==> src/rtl/uart_rx.sv <==
// -----------------------------------------------------------------------------
// uart_rx -- 8N1 UART receiver, LSB first, idle-high line.
//
// Parameters
//   BAUD       clk cycles per bit (even, >= 16); default 5208 = 50 MHz / 9600
//
// Ports
//   clk        single clock, rising edge
//   rst        asynchronous active-high reset
//   rx_in      asynchronous serial input
//   rx_data    last correctly framed byte
//   rx_valid   one-cycle pulse when rx_data is updated
//   frame_err  one-cycle pulse when the stop bit samples low
//   busy       high whenever a frame is in progress (state != IDLE)
//
// Build option
//   UART_RX_MAJORITY_EN  when defined, every bit sample is the 2-of-3 majority
//                        of s2 at cnt = target-2, target-1 and target. Sample
//                        timing is unchanged; only the sampled value differs.
// -----------------------------------------------------------------------------
module uart_rx #(
  parameter int BAUD = 5208
) (
  input  logic       clk,
  input  logic       rst,
  input  logic       rx_in,
  output logic [7:0] rx_data,
  output logic       rx_valid,
  output logic       frame_err,
  output logic       busy
);

  localparam int CW = $clog2(BAUD);
  localparam logic [CW-1:0] HALF_M1 = CW'(BAUD / 2 - 1);
  localparam logic [CW-1:0] FULL_M1 = CW'(BAUD - 1);

  typedef enum logic [1:0] {IDLE, START, DATA, STOP} state_t;

  state_t        state_q, state_d;
  logic [CW-1:0] cnt_q, cnt_d;
  logic [2:0]    idx_q, idx_d;
  logic [7:0]    sh_q, sh_d;
  logic [7:0]    rx_data_q, rx_data_d;
  logic          rx_valid_q, rx_valid_d;
  logic          frame_err_q, frame_err_d;
  logic          s1_q, s2_q, s3_q;

  logic [CW-1:0] target;
  logic          at_target;
  logic          sample;

  // Synchronizer (s1, s2) plus history flop (s3) for falling-edge detection.
  // Reset to the idle level so reset release never looks like a start edge.
  always_ff @(posedge clk or posedge rst) begin
    if (rst) begin
      s1_q <= 1'b1;
      s2_q <= 1'b1;
      s3_q <= 1'b1;
    end else begin
      s1_q <= rx_in;
      s2_q <= s1_q;
      s3_q <= s2_q;
    end
  end

  // Start bit is checked at mid-bit; data/stop bits a full bit later, so every
  // subsequent sample also lands near the middle of its bit.
  assign target    = (state_q == START) ? HALF_M1 : FULL_M1;
  assign at_target = (cnt_q == target);

`ifdef UART_RX_MAJORITY_EN
  logic m0_q, m0_d, m1_q, m1_d;

  always_comb begin
    m0_d = m0_q;
    m1_d = m1_q;
    if (cnt_q == target - CW'(2)) m0_d = s2_q;
    if (cnt_q == target - CW'(1)) m1_d = s2_q;
  end

  always_ff @(posedge clk or posedge rst) begin
    if (rst) begin
      m0_q <= 1'b1;
      m1_q <= 1'b1;
    end else begin
      m0_q <= m0_d;
      m1_q <= m1_d;
    end
  end

  assign sample = (m0_q & m1_q) | (m0_q & s2_q) | (m1_q & s2_q);
`else
  assign sample = s2_q;
`endif

  always_comb begin
    state_d     = state_q;
    cnt_d       = cnt_q + CW'(1);
    idx_d       = idx_q;
    sh_d        = sh_q;
    rx_data_d   = rx_data_q;
    rx_valid_d  = 1'b0;
    frame_err_d = 1'b0;
    case (state_q)
      IDLE: begin
        cnt_d = '0;
        idx_d = '0;
        // Edge-triggered: a line stuck low never starts a frame.
        if (s3_q && !s2_q) state_d = START;
      end
      START: begin
        if (at_target) begin
          cnt_d = '0;
          if (sample) begin
            state_d = IDLE;          // glitch, not a real start bit
          end else begin
            state_d = DATA;
            idx_d   = '0;
          end
        end
      end
      DATA: begin
        if (at_target) begin
          cnt_d       = '0;
          sh_d[idx_q] = sample;
          idx_d       = idx_q + 3'd1;
          if (idx_q == 3'd7) state_d = STOP;
        end
      end
      STOP: begin
        // Returning to IDLE mid-stop-bit leaves half a bit to catch the
        // next start edge of a back-to-back frame.
        if (at_target) begin
          cnt_d   = '0;
          state_d = IDLE;
          if (sample) begin
            rx_data_d  = sh_q;
            rx_valid_d = 1'b1;
          end else begin
            frame_err_d = 1'b1;
          end
        end
      end
      default: state_d = IDLE;
    endcase
  end

  always_ff @(posedge clk or posedge rst) begin
    if (rst) begin
      state_q     <= IDLE;
      cnt_q       <= '0;
      idx_q       <= '0;
      sh_q        <= '0;
      rx_data_q   <= '0;
      rx_valid_q  <= 1'b0;
      frame_err_q <= 1'b0;
    end else begin
      state_q     <= state_d;
      cnt_q       <= cnt_d;
      idx_q       <= idx_d;
      sh_q        <= sh_d;
      rx_data_q   <= rx_data_d;
      rx_valid_q  <= rx_valid_d;
      frame_err_q <= frame_err_d;
    end
  end

  assign rx_data   = rx_data_q;
  assign rx_valid  = rx_valid_q;
  assign frame_err = frame_err_q;
  assign busy      = (state_q != IDLE);

endmodule

==> config.mk <==
export PLATFORM = sky130hd
export DESIGN_NAME = uart_rx
export DESIGN_NICKNAME = d
export VERILOG_FILES = /design/src/rtl/uart_rx.sv
export SDC_FILE = /design/constraint.sdc
export NUM_CORES = 1
export LEC_CHECK = 0
export BUFFER_PORTS_ARGS = -buffer_cell sky130_fd_sc_hd__buf_2
export CORE_UTILIZATION = 30
export CTS_CLUSTER_SIZE = 28
export DETAILED_ROUTE_END_ITERATION = 8
export PLACE_DENSITY = 0.5
export REMOVE_ABC_BUFFERS = 1
export SLEW_MARGIN = 20
export SYNTH_ARGS = -nofsm -noshare
export SYNTH_HDL_FRONTEND = slang
export SYNTH_SLANG_ARGS = --single-unit
==> constraint.sdc <==
create_clock -name clk -period 3.7 [get_ports clk]
set_input_delay 0.555 -clock clk [delete_from_list [all_inputs] [get_ports clk]]
set_output_delay 0.555 -clock clk [all_outputs]
set_load 0.05 [all_outputs]
==> results of run 1 <==
state kept, by name (all words and copies together), names as in the netlist, named ones only:
name       flops
s2_q           1
idx_q          3
s1_q           1
s3_q           1
frame_err      1
rx_valid       1
state_q        1
cnt_q         13
sh_q           8
rx_data        8
cell type report:
class	count	area (sq um)
Clock inverter	2	12.5
Tap cell	75	93.8
Inverter	8	30.0
Sequential cell	39	980
Multi-Input combinational cell	118	861
Fill cell	594	3870
Clock buffer	6	72.6
Timing Repair Buffer	14	72.6
cell usage after synthesis (2+ instances only):
master / count
sky130_fd_sc_hd__o21ai_0: 2
sky130_fd_sc_hd__nor3b_1: 2
sky130_fd_sc_hd__xnor2_1: 9
sky130_fd_sc_hd__mux2_2: 16
sky130_fd_sc_hd__nor4_1: 3
sky130_fd_sc_hd__nor3_1: 9
sky130_fd_sc_hd__dfrtp_1: 36
sky130_fd_sc_hd__a22o_1: 2
sky130_fd_sc_hd__ha_1: 3
sky130_fd_sc_hd__a21oi_1: 3
sky130_fd_sc_hd__o2bb2ai_1: 2
sky130_fd_sc_hd__nand3_1: 7
sky130_fd_sc_hd__nor4b_2: 2
sky130_fd_sc_hd__buf_2: 2
sky130_fd_sc_hd__nor2_1: 17
sky130_fd_sc_hd__clkbuf_1: 4
sky130_fd_sc_hd__nand4_1: 5
sky130_fd_sc_hd__dfstp_2: 3
sky130_fd_sc_hd__a21boi_0: 2
sky130_fd_sc_hd__inv_1: 8
sky130_fd_sc_hd__or3_1: 2
sky130_fd_sc_hd__nand2_1: 11
metrics by stage:
stage                     instances  hold slack [ps]  cell area [sq um]
after floorplan                 165              345               1870
after global placement          254              346               2040
after detailed placement        254              348               2040
after CTS                       262              339               2120
after global routing            262              322               2120
final                           262              357               2120
per-layer routing:
metal,GRT usage [%],vias up
li1,-,630
met1,18.0,617
met5,0,-
met3,3.89,5
met2,17.2,22
met4,5.36,0
cell usage in the layout (no fill, tap or decap), types with 2 or more instances in the layout:
cell type,n
sky130_fd_sc_hd__dfrtp_1,36
sky130_fd_sc_hd__nor2_1,17
sky130_fd_sc_hd__mux2_2,16
sky130_fd_sc_hd__buf_2,13
sky130_fd_sc_hd__nand2_1,11
sky130_fd_sc_hd__xnor2_1,9
sky130_fd_sc_hd__nor3_1,9
sky130_fd_sc_hd__inv_1,8
sky130_fd_sc_hd__nand3_1,7
sky130_fd_sc_hd__nand4_1,5
sky130_fd_sc_hd__clkbuf_8,5
sky130_fd_sc_hd__a21oi_1,3
sky130_fd_sc_hd__nor4_1,3
sky130_fd_sc_hd__ha_1,3
sky130_fd_sc_hd__dfstp_2,3
sky130_fd_sc_hd__o21ai_0,2
sky130_fd_sc_hd__nor3b_1,2
sky130_fd_sc_hd__or3_1,2
sky130_fd_sc_hd__nor4b_2,2
sky130_fd_sc_hd__a22o_1,2
sky130_fd_sc_hd__o2bb2ai_1,2
sky130_fd_sc_hd__a21boi_0,2
worst max-delay path by stage:
stage,endpoint,startpoint,cells past startpoint,slack [ps]
3_3_place_gp,cnt_q[3],cnt_q[0],5,1500
4_1_cts,cnt_q[11],cnt_q[0],5,1420
3_5_place_dp,cnt_q[5],cnt_q[0],5,1400
2_1_floorplan,sh_q[1],cnt_q[0],5,1800
6_report,cnt_q[2],cnt_q[0],5,1450
5_1_grt,cnt_q[10],cnt_q[0],5,1230
cell families after synthesis:
logic type	count (synthesis)
adder cells (fa/ha/maj)	3
XOR/XNOR	10
multiplexers	17
AO/OA/AOI/OAI	18
flip-flops	39
AND/OR/NAND/NOR	70
buffers and inverters	14
critical path: stages, from the launching register on:
cell and delay (ps):
sky130_fd_sc_hd__dfrtp_1 390, sky130_fd_sc_hd__ha_1 210, sky130_fd_sc_hd__nor3b_2 320, sky130_fd_sc_hd__nand2_1 220
sky130_fd_sc_hd__o31ai_2 840, sky130_fd_sc_hd__nor2_1 110
power by group through the flow:
stage | Combinational (W) | Clock [W] | Sequential [W]
finish | 0.000250 | 0.000278 | 0.000533
global route | 0.000283 | 0.000318 | 0.000544
CTS | 0.000253 | 0.000297 | 0.000533
detailed placement | 0.000253 | 0 | 0.000540
global placement | 0.000251 | 0 | 0.000540
floorplan | 0.000202 | 0 | 0.000527
==> impl_results.html, run 1 <==
<table>
<tr><th>Metric</th><th>Value</th></tr>
<tr><th colspan="2">Outcome</th></tr>
<tr><td>Result of the run</td><td>completed</td></tr>
<tr><th colspan="2">Place</th></tr>
<tr><td>Placer's final routability congestion estimate</td><td>0.847</td></tr>
<tr><td>Hpwl dp</td><td>2.37 mm</td></tr>
<tr><td>Worst setup timing slack at the placement stage</td><td>1400 ps</td></tr>
<tr><td># port buffers</td><td>13</td></tr>
<tr><th colspan="2">Detailed routing</th></tr>
<tr><td>Drt pass-1 iters</td><td>4</td></tr>
<tr><td>DRC</td><td>0</td></tr>
<tr><td>Vias after detailed routing</td><td>1274</td></tr>
<tr><td>Uppermost layer routed</td><td>met4</td></tr>
<tr><td>Number of DRC markers after the initial detailed-route iteration</td><td>86</td></tr>
<tr><td>Routed wire length on met3</td><td>153 microns</td></tr>
<tr><td>Final WL</td><td>3.47 mm</td></tr>
<tr><td>Final routed wire length divided by cell count</td><td>13.2 microns</td></tr>
<tr><td>Met1 Wirelength</td><td>1.75 mm</td></tr>
<tr><td>Average via count per standard cell</td><td>4.86</td></tr>
<tr><td>Length of routed met2 wiring</td><td>1.52 mm</td></tr>
<tr><td>Number of nets with antenna violations after detailed routing</td><td>0</td></tr>
<tr><th colspan="2">Clock network</th></tr>
<tr><td>Buffers inserted by post-CTS timing repair</td><td>0</td></tr>
<tr><td>Hold buffer count at CTS</td><td>0</td></tr>
<tr><td>Worst-Skew Late Latency</td><td>290 ps</td></tr>
<tr><td>Clock-pin transition on the worst setup and hold timing paths</td><td>80 ps</td></tr>
<tr><td>Clock root buffer master</td><td>sky130_fd_sc_hd__clkbuf_8</td></tr>
<tr><td>Cts repair resizes</td><td>0</td></tr>
<tr><td>Worst-case clock buffer depth</td><td>2</td></tr>
<tr><td>Total number of clock tree sinks</td><td>39</td></tr>
<tr><td>CTS tree</td><td>yes</td></tr>
<tr><td>CTS H-Tree Depth</td><td>2</td></tr>
<tr><td>Number of buffers created by CTS</td><td>5</td></tr>
<tr><th colspan="2">Die</th></tr>
<tr><td>Effective utilization at floorplan</td><td>31.6%</td></tr>
<tr><td>Overall die area</td><td>6640 sq um</td></tr>
<tr><td>Top-level I/O count</td><td>14</td></tr>
<tr><td>Chip width</td><td>81.5 microns</td></tr>
<tr><td>Floorplan die height</td><td>81.5 microns</td></tr>
<tr><td>Number of core rows</td><td>28</td></tr>
<tr><td>Placeable core area</td><td>5990 sq um</td></tr>
<tr><th colspan="2">Synth</th></tr>
<tr><td>Adder and majority cell fraction of the synthesized area</td><td>1.98%</td></tr>
<tr><td>Main combinational cell family by area after synthesis</td><td>simple AND/OR/NAND/NOR gates</td></tr>
<tr><td>Post-Syn Instances</td><td>171</td></tr>
<tr><td>Number of synthesis warnings</td><td>0</td></tr>
<tr><td>Post-Syn Area</td><td>1900 sq um</td></tr>
<tr><td>Post-synth top area share</td><td>47.5%</td></tr>
<tr><td>Number of synthesized flops with an enable pin</td><td>0</td></tr>
<tr><td>Synthesized-area fraction occupied by and/or/nand/nor cells</td><td>21.2%</td></tr>
<tr><td>Synth async-reset ratio</td><td>100%</td></tr>
<tr><td>Xor/xnor cell area share of the yosys netlist</td><td>4.62%</td></tr>
<tr><td>Compound-gate portion of the synthesized area</td><td>7.59%</td></tr>
<tr><td>Cell variety after synth</td><td>43</td></tr>
<tr><td>Dominant cell type by area after synthesis</td><td>sky130_fd_sc_hd__dfrtp_1</td></tr>
<tr><td>Most area-consuming cells after synthesis</td><td>sky130_fd_sc_hd__dfrtp_1 (48%), sky130_fd_sc_hd__mux2_2 (9.5%), sky130_fd_sc_hd__dfstp_2 (4.2%)</td></tr>
<tr><td>Share of synthesized area occupied by flip-flops and latches</td><td>51.7%</td></tr>
<tr><td>Synthesized area per cell</td><td>11.1 sq um</td></tr>
<tr><td>Main synth FF type</td><td>sky130_fd_sc_hd__dfrtp_1</td></tr>
<tr><td>Total of flip-flops plus latches after synthesis</td><td>39</td></tr>
<tr><td>Mux cell area share after synthesis</td><td>10.0%</td></tr>
<tr><th colspan="2">Worst setup path</th></tr>
<tr><td>Type of the worst setup path</td><td>reg -&gt; reg</td></tr>
<tr><td>Count of cells along the worst register-to-register path</td><td>5</td></tr>
<tr><td>Worst reg2reg setup slack</td><td>1450 ps</td></tr>
<tr><td>Required time reported for the critical path endpoint</td><td>3840 ps</td></tr>
<tr><td>Maximum fanout along the worst path</td><td>13</td></tr>
<tr><td>CP Launch Type</td><td>flip-flop</td></tr>
<tr><td>Arrival time worst endpoint</td><td>2390 ps</td></tr>
<tr><td>Endpoint of the most critical register-to-register path</td><td>cnt_q[2]</td></tr>
<tr><td>Critical Path Sink Type</td><td>flip-flop</td></tr>
<tr><td>R2r startpoint</td><td>cnt_q[0]</td></tr>
<tr><th colspan="2">Timing</th></tr>
<tr><td>Period minus WS final</td><td>2250 ps</td></tr>
<tr><td>Fmax</td><td>445 MHz</td></tr>
<tr><td>Clock Skew</td><td>4.86 ps</td></tr>
<tr><td>Setup repair after global routing missed its margin</td><td>no</td></tr>
<tr><td>Slew at the pin closest to its max-slew limit</td><td>956 ps</td></tr>
<tr><td>Slack of the critical path</td><td>1450 ps</td></tr>
<tr><td>Final number of max-transition violations</td><td>0</td></tr>
<tr><td>Final Hold Vio Count</td><td>0</td></tr>
<tr><td>Final cycle utilization of the critical path</td><td>60.7%</td></tr>
<tr><td>Worst slew margin</td><td>35.9%</td></tr>
<tr><td>Setup TNS</td><td>0 ps</td></tr>
<tr><td>Setup violation total in the final timing report</td><td>0</td></tr>
<tr><th colspan="2">Global routing</th></tr>
<tr><td>Aggregate global routing overflow</td><td>0</td></tr>
<tr><td>Vias in the first global route</td><td>1231</td></tr>
<tr><td>GR Util All Layers</td><td>12.5%</td></tr>
<tr><td>Largest net degree at the start of global routing</td><td>40</td></tr>
<tr><td>First-pass GRT wire length</td><td>6.02 mm</td></tr>
<tr><td>Antenna violations before repair</td><td>0</td></tr>
<tr><th colspan="2">Power</th></tr>
<tr><td>Net switching power</td><td>0.000369 W</td></tr>
<tr><td>Maximum ir drop on the vdd rail</td><td>0.000221 V</td></tr>
<tr><td>Final Total Pwr</td><td>0.00106 W</td></tr>
<tr><td>Switching Fraction</td><td>34.7%</td></tr>
<tr><td>Proportion of power drawn by the clock network</td><td>26.2%</td></tr>
<tr><td>Sequential power share</td><td>50.2%</td></tr>
<tr><td>PwrDens</td><td>500 nW/um^2</td></tr>
<tr><td>Total leakage power</td><td>0.932 nW</td></tr>
<tr><td>Combinational fraction of design power</td><td>23.5%</td></tr>
<tr><td>Cell-internal power</td><td>0.000693 W</td></tr>
<tr><th colspan="2">Final layout</th></tr>
<tr><td>Final Net Count</td><td>192</td></tr>
<tr><td>Relative area change from synthesis to final layout</td><td>11.9%</td></tr>
<tr><td>Count of inserted antenna diode cells</td><td>0</td></tr>
<tr><td>Ratio of cells with drive above 1 in the final layout</td><td>26.2%</td></tr>
<tr><td>Utilization after layout</td><td>35.4%</td></tr>
<tr><th colspan="2">Run</th></tr>
<tr><td>Reported max-cap violation count</td><td>0</td></tr>
<tr><th colspan="2">Min path</th></tr>
<tr><td>Kind of path behind the tightest hold check</td><td>in -&gt; async</td></tr>
</table>
No activity file was read; power rests on OpenSTA's default activity.
==> run 2: changes to the inputs <==
PLACE_DENSITY = 0.52   (was 0.5)
clock period = 1.9 ns   (was 3.7 ns; I/O delays follow)
==> impl_results.html, run 2 (synthesis gave the netlist of run 1 again) <==
<table>
<tr><th>Metric</th><th>Value</th></tr>
<tr><th colspan="2">Clock network</th></tr>
<tr><td>Clock-pin transition on the worst setup and hold timing paths</td><td>80 ps</td></tr>
<tr><td>Clock root buffer master</td><td>sky130_fd_sc_hd__clkbuf_8</td></tr>
<tr><td>Worst-Skew Late Latency</td><td>290 ps</td></tr>
<tr><td>Hold buffer count at CTS</td><td>0</td></tr>
<tr><td>CTS tree</td><td>yes</td></tr>
<tr><td>CTS H-Tree Depth</td><td>2</td></tr>
<tr><td>Number of buffers created by CTS</td><td>5</td></tr>
<tr><td>Total number of clock tree sinks</td><td>39</td></tr>
<tr><td>Worst-case clock buffer depth</td><td>2</td></tr>
<tr><th colspan="2">Timing</th></tr>
<tr><td>Slew at the pin closest to its max-slew limit</td><td>485 ps</td></tr>
<tr><td>Worst slew margin</td><td>67.7%</td></tr>
<tr><td>Final cycle utilization of the critical path</td><td>95.5%</td></tr>
<tr><td>Period minus WS final</td><td>1820 ps</td></tr>
<tr><td>Worst hold slack</td><td>83.9 ps</td></tr>
<tr><td>Setup TNS</td><td>0 ps</td></tr>
<tr><td>Setup violation total in the final timing report</td><td>0</td></tr>
<tr><td>Slack of the critical path</td><td>84.7 ps</td></tr>
<tr><td>Fmax</td><td>551 MHz</td></tr>
<tr><td>Final Hold Vio Count</td><td>0</td></tr>
<tr><td>Final number of max-transition violations</td><td>0</td></tr>
<tr><td>Clock Skew</td><td>10.3 ps</td></tr>
<tr><th colspan="2">Global routing</th></tr>
<tr><td>Vias in the first global route</td><td>1313</td></tr>
<tr><td>Antenna violations before repair</td><td>0</td></tr>
<tr><td>Aggregate global routing overflow</td><td>0</td></tr>
<tr><td>First-pass GRT wire length</td><td>6.35 mm</td></tr>
<tr><td>GR Util All Layers</td><td>12.8%</td></tr>
<tr><td>Largest net degree at the start of global routing</td><td>40</td></tr>
<tr><th colspan="2">Worst setup path</th></tr>
<tr><td>Slowest cell on crit path</td><td>sky130_fd_sc_hd__dfrtp_1</td></tr>
<tr><td>CP Cell Sequence</td><td>ha_1, nor3b_4, buf_4, nand2_1, nor3_4, buf_12, mux2_2</td></tr>
<tr><td>CP delay by family, top</td><td>simple AND/OR/NAND/NOR gates</td></tr>
<tr><td>Highest cell delay on the worst timing path</td><td>370 ps</td></tr>
<tr><td>R2r startpoint</td><td>cnt_q[1]</td></tr>
<tr><td>Arrival time worst endpoint</td><td>1990 ps</td></tr>
<tr><td>Worst path buffer plus inverter count</td><td>2</td></tr>
<tr><td>Type of the worst setup path</td><td>reg -&gt; reg</td></tr>
<tr><td>Required time reported for the critical path endpoint</td><td>2070 ps</td></tr>
<tr><td>Critical Path Sink Type</td><td>flip-flop</td></tr>
<tr><td>Worst reg2reg setup slack</td><td>80 ps</td></tr>
<tr><td>Count of cells along the worst register-to-register path</td><td>7</td></tr>
<tr><td>Endpoint of the most critical register-to-register path</td><td>rx_data[6]</td></tr>
<tr><td>Maximum fanout along the worst path</td><td>8</td></tr>
<tr><td>CP Launch Type</td><td>flip-flop</td></tr>
<tr><th colspan="2">Final layout</th></tr>
<tr><td>Most flop-heavy register</td><td>cnt_q</td></tr>
<tr><td>Relative area change from synthesis to final layout</td><td>23.6%</td></tr>
<tr><td>Ratio of cells with drive above 1 in the final layout</td><td>34.8%</td></tr>
<tr><td>Most common cell after layout, fill and taps aside</td><td>sky130_fd_sc_hd__dfrtp_1</td></tr>
<tr><td>Final Net Count</td><td>212</td></tr>
<tr><td>Count of inserted antenna diode cells</td><td>0</td></tr>
<tr><td>Most used cells in the layout excluding fill and tap cells</td><td>sky130_fd_sc_hd__dfrtp_1 (35), sky130_fd_sc_hd__buf_4 (19), sky130_fd_sc_hd__nor2_1 (17)</td></tr>
<tr><td>Flip-flop count of the largest register after layout</td><td>13</td></tr>
<tr><td>Count of placed standard cells in the final layout, fillers left out</td><td>282</td></tr>
<tr><td>Filler cell count</td><td>601</td></tr>
<tr><th colspan="2">Die</th></tr>
<tr><td>Number of core rows</td><td>28</td></tr>
<tr><td>Placeable core area</td><td>5990 sq um</td></tr>
<tr><td>Overall die area</td><td>6640 sq um</td></tr>
<tr><td>Effective utilization at floorplan</td><td>31.6%</td></tr>
<tr><td>Floorplan die height</td><td>81.5 microns</td></tr>
<tr><td>Chip width</td><td>81.5 microns</td></tr>
<tr><td>Top-level I/O count</td><td>14</td></tr>
<tr><th colspan="2">Power</th></tr>
<tr><td>Maximum ir drop on the vdd rail</td><td>0.000717 V</td></tr>
<tr><td>PwrDens</td><td>1010 nW/um^2</td></tr>
<tr><td>Total leakage power</td><td>1.05 nW</td></tr>
<tr><th colspan="2">Place</th></tr>
<tr><td>Number of placed instances, taps included</td><td>274</td></tr>
<tr><td>Worst setup timing slack at the placement stage</td><td>60.7 ps</td></tr>
<tr><td>Placer's final routability congestion estimate</td><td>0.800</td></tr>
<tr><td># port buffers</td><td>13</td></tr>
<tr><td>Hpwl dp</td><td>2.63 mm</td></tr>
<tr><th colspan="2">Detailed routing</th></tr>
<tr><td>Final WL</td><td>3.71 mm</td></tr>
<tr><td>Average via count per standard cell</td><td>4.94</td></tr>
<tr><td>Drt pass-1 iters</td><td>4</td></tr>
<tr><td>Number of DRC markers after the initial detailed-route iteration</td><td>76</td></tr>
<tr><td>DRC</td><td>0</td></tr>
<tr><td>Number of nets with antenna violations after detailed routing</td><td>0</td></tr>
<tr><td>Final routed wire length divided by cell count</td><td>13.2 microns</td></tr>
<tr><td>Vias after detailed routing</td><td>1392</td></tr>
<tr><th colspan="2">Min path</th></tr>
<tr><td>Hold-critical path endpoint</td><td>s1_q</td></tr>
<tr><td>Number of cells on the worst hold path</td><td>1</td></tr>
<tr><td>Start point of the worst min-delay path</td><td>rx_in</td></tr>
<tr><td>Kind of path behind the tightest hold check</td><td>in -&gt; reg</td></tr>
<tr><th colspan="2">Run</th></tr>
<tr><td>Reported max-cap violation count</td><td>0</td></tr>
<tr><th colspan="2">Outcome</th></tr>
<tr><td>Result of the run</td><td>completed</td></tr>
</table>
==> run 2: changes by cell type in the layout (fill, tap and decap cells not counted), sizes merged <==
| cell | delta |
|---|---|
| buf | +20 |
| bufinv | +1 |
| clkinv | -1 |
==> run 2: metal layers <==
metal  global-route usage (%)  part of all wire (%)  up-vias
met5                        0                     0        -
met4                     3.75                  0.38        0
met3                     4.00                   3.9        2
met2                     17.8                    44       24
met1                     18.9                    51      689
li1                         -                     -      677
==> run 2: how the worst max path moves through the flow <==
stage | start | to | slack (ps) | cells after the start
3_3_place_gp | cnt_q[1] | sh_q[5] | 70 | 6
2_1_floorplan | cnt_q[0] | sh_q[1] | 0.8 | 5
6_report | cnt_q[1] | rx_data[6] | 80 | 7
4_1_cts | cnt_q[1] | sh_q[0] | 50 | 6
5_1_grt | cnt_q[1] | rx_data[6] | -10 | 7
3_5_place_dp | cnt_q[1] | sh_q[0] | 60 | 6
==> run 2: layout make-up <==
| class | count | area (sq um) | area share (%) |
|---|---|---|---|
| Clock buffer | 6 | 72.6 | 3.10 |
| Clock inverter | 2 | 37.5 | 1.60 |
| Inverter | 8 | 30.0 | 1.28 |
| Multi-Input combinational cell | 118 | 888 | 37.9 |
| Sequential cell | 39 | 981 | 41.9 |
| Tap cell | 75 | 93.8 | 4.01 |
| Timing Repair Buffer | 34 | 239 | 10.2 |
==> run 2: worst reg2reg max path, delay by kind of cell, from the launching register on <==
family,cells,cell delay [ps]
buffers and inverters,2,300
adder cells (fa/ha/maj),1,170
flip-flops,1,370
multiplexers,1,330
AND/OR/NAND/NOR,3,520
==> run 2: timing repair <==
item,CTS,global route
buffers inserted,0,0
resized for setup,0,6
endpoints found under the setup margin,0,7
==> run 2: through the flow <==
stage          cell area [sq um]  power, W  util, %
2_1_floorplan               1870   0.00142        -
3_3_place_gp                2200   0.00170     36.7
3_5_place_dp                2200   0.00169     36.7
4_1_cts                     2310   0.00239     38.6
5_1_grt                     2340   0.00252     39.1
6_report                    2340   0.00237     39.1
==> run 2: power breakdown <==
| group | switching, W | internal [W] | leakage, nW |
|---|---|---|---|
| clock network | 0.000293 | 0.000392 | 0.0514 |
| logic | 0.000375 | 0.000302 | 0.474 |
| registers | 0.0000920 | 0.000918 | 0.521 |
| total | 0.000760 | 0.00161 | 1.05 |
==> run 3: changes to the inputs <==
BUFFER_PORTS_ARGS = -buffer_cell sky130_fd_sc_hd__clkbuf_2   (was -buffer_cell sky130_fd_sc_hd__buf_2)
CELL_PAD_IN_SITES_DETAIL_PLACEMENT = 2   (was default)
CELL_PAD_IN_SITES_GLOBAL_PLACEMENT = 2   (was default)
CORE_MARGIN = 2   (was default)
PLACE_DENSITY = 0.69   (was 0.52)
==> impl_results.html, run 3 (synthesis gave the netlist of run 1 again) <==
<table>
<tr><th>Metric</th><th>Value</th></tr>
<tr><th colspan="2">Clock network</th></tr>
<tr><td>Worst-Skew Late Latency</td><td>300 ps</td></tr>
<tr><td>CTS H-Tree Depth</td><td>2</td></tr>
<tr><td>CTS tree</td><td>yes</td></tr>
<tr><td>Hold buffer count at CTS</td><td>0</td></tr>
<tr><td>Clock root buffer master</td><td>sky130_fd_sc_hd__clkbuf_8</td></tr>
<tr><td>Total number of clock tree sinks</td><td>39</td></tr>
<tr><td>Clock-pin transition on the worst setup and hold timing paths</td><td>80 ps</td></tr>
<tr><td>Number of buffers created by CTS</td><td>5</td></tr>
<tr><td>Buffers inserted by post-CTS timing repair</td><td>0</td></tr>
<tr><td>Worst-case clock buffer depth</td><td>2</td></tr>
<tr><th colspan="2">Worst setup path</th></tr>
<tr><td>Worst path buffer plus inverter count</td><td>1</td></tr>
<tr><td>Arrival time worst endpoint</td><td>2050 ps</td></tr>
<tr><td>Stages on worst setup path</td><td>5</td></tr>
<tr><td>CP Launch Type</td><td>flip-flop</td></tr>
<tr><td>Type of the worst setup path</td><td>reg -&gt; reg</td></tr>
<tr><td>Highest cell delay on the worst timing path</td><td>390 ps</td></tr>
<tr><td>Critical Path Sink Type</td><td>flip-flop</td></tr>
<tr><td>CP delay by family, top</td><td>simple AND/OR/NAND/NOR gates</td></tr>
<tr><td>Endpoint of the most critical register-to-register path</td><td>rx_data[5]</td></tr>
<tr><td>R2r startpoint</td><td>cnt_q[9]</td></tr>
<tr><td>Slowest cell on crit path</td><td>sky130_fd_sc_hd__dfrtp_1</td></tr>
<tr><td>Maximum fanout along the worst path</td><td>8</td></tr>
<tr><td>Origin of the worst setup path</td><td>cnt_q[9]</td></tr>
<tr><td>Endpoint of the most critical setup path</td><td>rx_data[5]</td></tr>
<tr><td>CP Cell Sequence</td><td>nand4b_1, o21a_2, nor3_4, buf_12, mux2_2</td></tr>
<tr><td>Count of cells along the worst register-to-register path</td><td>5</td></tr>
<tr><td>Worst reg2reg setup slack</td><td>30 ps</td></tr>
<tr><td>Required time reported for the critical path endpoint</td><td>2080 ps</td></tr>
<tr><th colspan="2">Final layout</th></tr>
<tr><td>Most used cells in the layout excluding fill and tap cells</td><td>sky130_fd_sc_hd__dfrtp_1 (36), sky130_fd_sc_hd__buf_4 (18), sky130_fd_sc_hd__nor2_1 (17)</td></tr>
<tr><td>Final Net Count</td><td>212</td></tr>
<tr><td>Most flop-heavy register</td><td>cnt_q</td></tr>
<tr><td>Most common cell after layout, fill and taps aside</td><td>sky130_fd_sc_hd__dfrtp_1</td></tr>
<tr><td>Ratio of cells with drive above 1 in the final layout</td><td>36.2%</td></tr>
<tr><td>Relative area change from synthesis to final layout</td><td>27.7%</td></tr>
<tr><td>Flip-flop count of the largest register after layout</td><td>13</td></tr>
<tr><td>Count of placed standard cells in the final layout, fillers left out</td><td>282</td></tr>
<tr><td>Count of inserted antenna diode cells</td><td>0</td></tr>
<tr><th colspan="2">Timing</th></tr>
<tr><td>Final cycle utilization of the critical path</td><td>98.5%</td></tr>
<tr><td>Slew at the pin closest to its max-slew limit</td><td>499 ps</td></tr>
<tr><td>Worst hold slack</td><td>64.9 ps</td></tr>
<tr><td>Worst slew margin</td><td>66.4%</td></tr>
<tr><td>Setup repair after global routing missed its margin</td><td>yes</td></tr>
<tr><td>Period minus WS final</td><td>1870 ps</td></tr>
<tr><td>Clock Skew</td><td>4.96 ps</td></tr>
<tr><td>Final Hold Vio Count</td><td>0</td></tr>
<tr><td>Fmax</td><td>534 MHz</td></tr>
<tr><td>Setup violation total in the final timing report</td><td>0</td></tr>
<tr><td>Final number of max-transition violations</td><td>0</td></tr>
<tr><th colspan="2">Min path</th></tr>
<tr><td>Kind of path behind the tightest hold check</td><td>in -&gt; reg</td></tr>
<tr><th colspan="2">Global routing</th></tr>
<tr><td>Aggregate global routing overflow</td><td>0</td></tr>
<tr><td>Largest net degree at the start of global routing</td><td>40</td></tr>
<tr><td>First-pass GRT wire length</td><td>8.81 mm</td></tr>
<tr><td>GR Util All Layers</td><td>16.0%</td></tr>
<tr><td>Vias in the first global route</td><td>1629</td></tr>
<tr><td>Antenna violations before repair</td><td>0</td></tr>
<tr><th colspan="2">Detailed routing</th></tr>
<tr><td>Number of DRC markers after the initial detailed-route iteration</td><td>28</td></tr>
<tr><td>Vias after detailed routing</td><td>1447</td></tr>
<tr><td>Final WL</td><td>5.47 mm</td></tr>
<tr><td>Drt pass-1 iters</td><td>4</td></tr>
<tr><td>Final routed wire length divided by cell count</td><td>19.4 microns</td></tr>
<tr><td>Average via count per standard cell</td><td>5.13</td></tr>
<tr><td>DRC</td><td>0</td></tr>
<tr><td>Number of nets with antenna violations after detailed routing</td><td>0</td></tr>
<tr><th colspan="2">Run</th></tr>
<tr><td>Reported max-cap violation count</td><td>0</td></tr>
<tr><th colspan="2">Outcome</th></tr>
<tr><td>Result of the run</td><td>completed</td></tr>
<tr><th colspan="2">Die</th></tr>
<tr><td>Number of core rows</td><td>28</td></tr>
<tr><td>Effective utilization at floorplan</td><td>31.5%</td></tr>
<tr><td>Floorplan die height</td><td>83.5 microns</td></tr>
<tr><td>Placeable core area</td><td>6030 sq um</td></tr>
<tr><td>Top-level I/O count</td><td>14</td></tr>
<tr><td>Overall die area</td><td>6970 sq um</td></tr>
<tr><td>Chip width</td><td>83.5 microns</td></tr>
<tr><th colspan="2">Place</th></tr>
<tr><td>Hpwl dp</td><td>3.53 mm</td></tr>
<tr><td>Placer's final routability congestion estimate</td><td>0.837</td></tr>
<tr><td># port buffers</td><td>13</td></tr>
<tr><td>Number of placed instances, taps included</td><td>273</td></tr>
<tr><th colspan="2">Power</th></tr>
<tr><td>Total leakage power</td><td>1.05 nW</td></tr>
<tr><td>Maximum ir drop on the vdd rail</td><td>0.000507 V</td></tr>
<tr><td>PwrDens</td><td>1100 nW/um^2</td></tr>
<tr><td>Final Total Pwr</td><td>0.00266 W</td></tr>
</table>
==> run 3: changes by cell type in the layout (fill, tap and decap cells not counted), sizes merged <==
cell and delta:
bufinv +1, clkbuf +12, buf -13
==> run 3: area by class of cell <==
class | count | area [sq um]
flip-flops and latches | 39 | 980
well taps | 75 | 93.8
repair buffers | 34 | 243
inverters | 8 | 30.0
multi-input cells | 118 | 937
fillers | 659 | 3610
clock buffers | 5 | 68.8
clock inverters | 3 | 67.6
==> run 3: report_power, final <==
group	internal [W]	switching [W]	leakage (nW)	total (W)
clock network	0.000524	0.000321	0.0644	0.000845
logic	0.000328	0.000465	0.467	0.000793
registers	0.000917	0.000101	0.521	0.00102
total	0.00177	0.000887	1.05	0.00266
==> run 3: per-stage QoR <==
stage                     utilization [%]  setup WS [ps]  TNS (ps)  instance area [sq um]
final                                40.2           29.0         0                   2420
after global routing                 40.2          -36.4      -394                   2420
after CTS                            39.2           16.4         0                   2360
after detailed placement             36.4          -14.1     -14.1                   2190
after global placement               36.4           29.0         0                   2190
after floorplan                         -          0.833         0                   1870
==> run 3: worst min path at each step <==
stage | from | endpoint | slack (ps) | depth (start not counted)
after floorplan | rx_in | s1_q | 290 | 0
after global placement | s1_q | s2_q | 350 | 0
after detailed placement | s1_q | s2_q | 350 | 0
after CTS | rx_in | s1_q | 50 | 1
after global routing | rx_in | s1_q | 50 | 1
final | rx_in | s1_q | 60 | 1
==> run 3: metal layers <==
metal	GRT usage [%]	wire [microns]	vias up
met3	2.77	87	6
met2	28.1	2880	12
met5	0	0	-
met4	4.84	65	0
li1	-	-	670
met1	20.2	2440	759
==> run 3: timing repair <==
item                                   in CTS  in global routing
gates resized for setup                     6                 10
setup endpoints to repair                   4                 27
gates cloned                                0                  1
endpoints found under the hold margin       0                  0
pin swaps                                   1                  1
